File: config.mk
export PLATFORM = sky130hd
export DESIGN_NAME = audio_dac_serializer_flat
export DESIGN_NICKNAME = d
export VERILOG_FILES = /design/src/rtl/audio_dac_serializer_if.sv /design/src/rtl/audio_dac_serializer.sv /design/src/flat_wrapper.sv
export SDC_FILE = /design/constraint.sdc
export NUM_CORES = 1
export LEC_CHECK = 0
export CORE_ASPECT_RATIO = 0.9
export CORE_MARGIN = 4
export CORE_UTILIZATION = 40
export CTS_CLUSTER_SIZE = 16
export DETAILED_ROUTE_END_ITERATION = 8
export GPL_ROUTABILITY_DRIVEN = 0
export PLACE_DENSITY = 0.54
export SKIP_CTS_REPAIR_TIMING = 1
export SYNTH_ARGS = -nofsm -noshare
export SYNTH_HDL_FRONTEND = slang
export SYNTH_SLANG_ARGS = --single-unit
export TNS_END_PERCENT = 100
File: constraint.sdc
create_clock -name CLOCK_50 -period 6.6 [get_ports CLOCK_50]
set_input_delay 1.32 -clock CLOCK_50 [delete_from_list [all_inputs] [get_ports CLOCK_50]]
set_output_delay 1.32 -clock CLOCK_50 [all_outputs]
set_load 0.03 [all_outputs]
File: src/rtl/audio_dac_serializer_if.sv
// Audio-out sample handshake between the tone mixer (master) and the DAC serializer (slave).
interface audio_dac_serializer_if #(
  parameter int unsigned DATA_WIDTH = 32,
  parameter int unsigned FIFO_DEPTH = 8
);
  localparam int unsigned LVL_W = $clog2(FIFO_DEPTH) + 1;

  logic [DATA_WIDTH-1:0] left_channel_audio_out;
  logic [DATA_WIDTH-1:0] right_channel_audio_out;
  logic                  write_audio_out;
  logic                  audio_out_allowed;
  logic [LVL_W-1:0]      fifo_level;

  modport master (
    output left_channel_audio_out,
    output right_channel_audio_out,
    output write_audio_out,
    input  audio_out_allowed,
    input  fifo_level
  );

  modport slave (
    input  left_channel_audio_out,
    input  right_channel_audio_out,
    input  write_audio_out,
    output audio_out_allowed,
    output fifo_level
  );
endinterface

File: src/rtl/audio_dac_serializer.sv
// Buffers stereo pairs in a small FIFO and plays them to a WM8731 DAC as I2S,
// generating BCLK and DACLRCK as clock master.
module audio_dac_serializer #(
  parameter int unsigned DATA_WIDTH = 32,
  parameter int unsigned FIFO_DEPTH = 8,
  parameter int unsigned BCLK_HALF  = 8
) (
  input  logic                   CLOCK_50,
  input  logic                   resetn,
  audio_dac_serializer_if.slave  aud,
  output logic                   underflow,
  output logic                   AUD_BCLK,
  output logic                   AUD_DACLRCK,
  output logic                   AUD_DACDAT
);
  localparam int unsigned PTR_W      = $clog2(FIFO_DEPTH);
  localparam int unsigned LVL_W      = PTR_W + 1;
  localparam int unsigned FRAME_BITS = 2 * DATA_WIDTH;
  localparam int unsigned BIT_W      = $clog2(FRAME_BITS);
  localparam int unsigned DIV_W      = (BCLK_HALF > 1) ? $clog2(BCLK_HALF) : 1;

  typedef struct packed {
    logic [DATA_WIDTH-1:0] left;
    logic [DATA_WIDTH-1:0] right;
  } pair_t;

  pair_t                 mem_q [FIFO_DEPTH];
  logic [PTR_W-1:0]      wr_ptr_q, wr_ptr_d, rd_ptr_q, rd_ptr_d;
  logic [LVL_W-1:0]      level_q, level_d;
  logic [DIV_W-1:0]      div_q, div_d;
  logic                  bclk_q, bclk_d;
  logic [BIT_W-1:0]      bit_cnt_q, bit_cnt_d;
  logic                  lrck_q, lrck_d;
  logic [FRAME_BITS-1:0] sr_q, sr_d;
  logic                  uf_q, uf_d;

  logic allowed_c, push_c, pop_c, div_wrap_c, bclk_fall_c;

  assign allowed_c = (level_q != LVL_W'(FIFO_DEPTH));
  assign push_c    = aud.write_audio_out && allowed_c;

  // Next-state logic: divider, bit framing, frame-start pop and FIFO bookkeeping.
  always_comb begin
    wr_ptr_d  = wr_ptr_q;
    rd_ptr_d  = rd_ptr_q;
    div_d     = div_q;
    bclk_d    = bclk_q;
    bit_cnt_d = bit_cnt_q;
    lrck_d    = lrck_q;
    sr_d      = sr_q;
    uf_d      = uf_q;
    pop_c     = 1'b0;

    div_wrap_c  = (div_q == DIV_W'(BCLK_HALF - 1));
    bclk_fall_c = div_wrap_c && bclk_q;

    div_d = div_wrap_c ? '0 : div_q + DIV_W'(1);
    if (div_wrap_c) bclk_d = ~bclk_q;

    if (bclk_fall_c) begin
      bit_cnt_d = (bit_cnt_q == BIT_W'(FRAME_BITS - 1)) ? '0 : bit_cnt_q + BIT_W'(1);
      lrck_d    = (bit_cnt_d >= BIT_W'(DATA_WIDTH));
      // Loading one bit after the LRCK edge gives the I2S one-bit delay.
      if (bit_cnt_d == BIT_W'(1)) begin
        if (level_q != '0) begin
          pop_c    = 1'b1;
          sr_d     = mem_q[rd_ptr_q];
          rd_ptr_d = rd_ptr_q + PTR_W'(1);
        end else begin
          sr_d = '0;
          uf_d = 1'b1;
        end
      end else begin
        sr_d = {sr_q[FRAME_BITS-2:0], 1'b0};
      end
    end

    if (push_c) wr_ptr_d = wr_ptr_q + PTR_W'(1);
    level_d = level_q + LVL_W'(push_c) - LVL_W'(pop_c);
  end

  always_ff @(posedge CLOCK_50 or negedge resetn) begin
    if (!resetn) begin
      wr_ptr_q  <= '0;
      rd_ptr_q  <= '0;
      level_q   <= '0;
      div_q     <= '0;
      bclk_q    <= 1'b0;
      bit_cnt_q <= '0;
      lrck_q    <= 1'b0;
      sr_q      <= '0;
      uf_q      <= 1'b0;
    end else begin
      wr_ptr_q  <= wr_ptr_d;
      rd_ptr_q  <= rd_ptr_d;
      level_q   <= level_d;
      div_q     <= div_d;
      bclk_q    <= bclk_d;
      bit_cnt_q <= bit_cnt_d;
      lrck_q    <= lrck_d;
      sr_q      <= sr_d;
      uf_q      <= uf_d;
    end
  end

  // Sample storage needs no reset; entries are only read after being written.
  always_ff @(posedge CLOCK_50) begin
    if (push_c) mem_q[wr_ptr_q] <= pair_t'({aud.left_channel_audio_out, aud.right_channel_audio_out});
  end

  assign aud.audio_out_allowed = allowed_c;
  assign aud.fifo_level        = level_q;
  assign underflow             = uf_q;
  assign AUD_BCLK              = bclk_q;
  assign AUD_DACLRCK           = lrck_q;
  assign AUD_DACDAT            = sr_q[FRAME_BITS-1];
endmodule

File: src/flat_wrapper.sv
// flat-port wrapper written by rule: the top's interface ports become plain ports
module audio_dac_serializer_flat 
#(
  parameter int unsigned DATA_WIDTH = 32,
  parameter int unsigned FIFO_DEPTH = 8,
  parameter int unsigned BCLK_HALF  = 8
)
  (CLOCK_50, resetn, underflow, AUD_BCLK, AUD_DACLRCK, AUD_DACDAT, aud_left_channel_audio_out, aud_right_channel_audio_out, aud_write_audio_out, aud_audio_out_allowed, aud_fifo_level);
  audio_dac_serializer_if #(.DATA_WIDTH(DATA_WIDTH), .FIFO_DEPTH(FIFO_DEPTH)) aud_i ();
  input  logic CLOCK_50;
  input  logic resetn;
  output logic underflow;
  output logic AUD_BCLK;
  output logic AUD_DACLRCK;
  output logic AUD_DACDAT;
  input wire logic [$bits(aud_i.left_channel_audio_out)-1:0] aud_left_channel_audio_out;
  input wire logic [$bits(aud_i.right_channel_audio_out)-1:0] aud_right_channel_audio_out;
  input wire logic [$bits(aud_i.write_audio_out)-1:0] aud_write_audio_out;
  output wire logic [$bits(aud_i.audio_out_allowed)-1:0] aud_audio_out_allowed;
  output wire logic [$bits(aud_i.fifo_level)-1:0] aud_fifo_level;
  assign aud_i.left_channel_audio_out = aud_left_channel_audio_out;
  assign aud_i.right_channel_audio_out = aud_right_channel_audio_out;
  assign aud_i.write_audio_out = aud_write_audio_out;
  assign aud_audio_out_allowed = aud_i.audio_out_allowed;
  assign aud_fifo_level = aud_i.fifo_level;
  audio_dac_serializer #(.DATA_WIDTH(DATA_WIDTH), .FIFO_DEPTH(FIFO_DEPTH), .BCLK_HALF(BCLK_HALF)) u_core (.CLOCK_50(CLOCK_50), .resetn(resetn), .aud(aud_i), .underflow(underflow), .AUD_BCLK(AUD_BCLK), .AUD_DACLRCK(AUD_DACLRCK), .AUD_DACDAT(AUD_DACDAT));
endmodule
==> results.toml <==
[die]
die_h_um = 237
start_util = 0.406
placementRows = 83
fp.coreArea_um2 = 57300
io_pins = 76
die_area_um2 = 62200
die_w_um = 262

[grt]
grtUsageMet1 = 0.236
antenna_found_initial = 2
use_met3 = 0.0245
grt_pass1_wl_um = 76100
overflow = 0
grt_usage = 0.159
top_usage_layer = "met2"
gr-usage-met2 = 0.249
grt_max_degree = 103
grt_pass1_vias = 12111

[clock_network]
cts_sinks = 598
cts_buffer_depth = 3
cts-root-buf = "clkbuf_16"
clk_pin_slew_ps = 60
worstSkewPairLatency_ps = 630
cts-buffers-inserted = 61
cts_tree = "done"
h-tree-depth = 2

[place]
place_area_um2 = 24900
dp_slack_ps = 2380
portBuffers = 75
dp_cells = 1994
dp.final_hpwl_um = 25800

[cells_and_area]
design_area_um2 = 27100
final_cell_mix = "edfxtp_1, nand2_1, mux4_2"
n_fill_cell = 4829
area_delta_synth_final_pct = 16.2
fin_cells = 2110
diodes = 0
drive_above_1_share = 0.245
finalNetCount = 1372
final_common_cell = "edfxtp_1"

[detailed_routing]
routedWlPerCell_um = 23.0
dr_total_vias = 11322
first_pass_iters = 5
postRouteAntennaNets = 0
drc = 0
drt_iter0_markers = 867
wl_um = 48600
via_per_inst = 5.37

[timing]
min_period_over_period = 0.535
clock_skew_ps = 27.4
min_period_ps = 3530
holdWs_ps = 435
slew_viol_final = 0
fmax_mhz = 283
finalHoldViolations = 0
setup_viol = 0
timing.final.ws_setup_ps = 3070
worstMarginPinSlew_ps = 1070
final.setup.tns_ps = 0
slew_headroom = 0.284
rsz0062_at_grt = "false"

[critical_path]
start_kind = "input pin"
endpoint = "u_core.mem_q[4][54]"
required_ps = 6830
cp.buffers_inverters = 2
worst-endpoint-arrival_ps = 3760
critPathTopFamily = "buffers and inverters"
cp_cell_sequence = "clkdlybuf4s50_1, and2_1, nand2b_1, nor2_4, buf_4"
critPathLaunch = "aud_write_audio_out"
critPathMaxStageDelay_ps = 790
crit_path_top_delay_cell = "buf_4"
r2r_cells = 13
path_max_fanout = 50
r2r_slack_ps = 3250
rr_endpoint = "u_core.aud.fifo_level[3]"
crit_path_end_kind = "register"
rr_startpoint = "u_core.div_q[0]"
crit_type = "in2reg"
cp_num_cells = 5

[yosys]
netlist_area_um2 = 23300
synth_top_area_cell = "edfxtp_1"
seq_area_frac_synth = 0.752
synth_top_area_frac = 0.660
synthCells = 1205
synth.area.top_cells = "edfxtp_1, mux4_2, dfrtp_1"
synth-seq-cells = 598
synth.avg_cell_area_um2 = 19.3
yosysUniqueCellTypes = 33
syn_nets = 1285
yosysWarnings = 0

[status]
status = "complete, no violations"

[pwr]
p_per_area_nw_per_um2 = 344
peakVddDrop_mv = 0.229
p_leak_uw = 0.00899

[hold_path]
whs_path_depth = 1
hold_class = "reg2reg"

[run]
drv_cap = 0
state kept, by name (all words and copies together) (netlist names):
name                   cells
u_core.AUD_DACLRCK         1
u_core.AUD_BCLK            1
u_core.underflow           1
u_core.mem_q             512
u_core.bit_cnt_q           6
u_core.div_q               3
u_core.rd_ptr_q            3
u_core.aud.fifo_level      4
u_core.sr_q               64
u_core.wr_ptr_q            3
power breakdown:
| part | internal, uW | switching (uW) |
|---|---|---|
| Sequential | 4630 | 113 |
| Clock | 2230 | 1450 |
| Combinational | 307 | 577 |
| Total | 7170 | 2140 |
how the worst min path moves through the flow:
stage	endpoint	startpoint
after global routing	u_core.div_q[0]	u_core.div_q[0]
final	u_core.div_q[0]	u_core.div_q[0]
after global placement	u_core.div_q[0]	u_core.div_q[0]
after floorplan	u_core.div_q[0]	u_core.div_q[0]
after detailed placement	u_core.div_q[0]	u_core.div_q[0]
after CTS	u_core.div_q[0]	u_core.div_q[0]
kinds of logic (layout without fill, tap and decap cells):
family                     after synthesis  after routing  share of synthesized area
and+or+nand+nor                        168            168                     0.0286
adders and majority gates               13             13                    0.00731
buffers and inverters                   81            221                     0.0177
muxes                                  194            194                      0.156
xor gates and xnor gates                 9              9                    0.00338
DFF                                    598            598                      0.752
AOI/OAI and AO/OA                      142            142                     0.0350
synth_stat cells:
library cell	n
nor4_1	1
o21ai_0	6
or2_2	1
a22o_1	1
xnor2_1	3
nand2b_1	3
nand4_1	1
clkbuf_1	39
ha_1	12
nand3_1	3
nor2b_1	1
and2_1	3
a31oi_1	65
buf_6	11
mux2_2	66
and3_1	1
inv_1	8
nor2_1	9
buf_2	14
o41ai_1	1
xor2_1	6
dfrtp_1	86
edfxtp_1	512
o21bai_1	1
a21oi_1	66
mux4_2	128
nor3_1	3
buf_4	2
a21o_1	1
a2bb2oi_2	1
nand2_1	142
fa_1	1
buf_1	7
layer usage:
metal	vias up	share of wire
met2	226	0.46
met3	74	0.044
met5	-	0.00027
met1	6019	0.47
li1	5001	-
met4	2	0.019
per-stage QoR:
step                total power, uW   util
finish                         9310  0.472
global placement               5710  0.435
global route                   9690  0.472
floorplan                      5320      -
CTS                            9440  0.472
detailed placement             5740  0.435
cell type report:
cell class / count / area [um2] / area share
flip-flops and latches: 598 / 17500 / 0.648
multi-input cells: 526 / 5440 / 0.201
clock buffers: 76 / 1590 / 0.0588
well taps: 765 / 957 / 0.0354
repair buffers: 97 / 951 / 0.0351
clock inverters: 40 / 559 / 0.0207
inverters: 8 / 30.0 / 0.00111
Power figures use the tool's default switching activity.
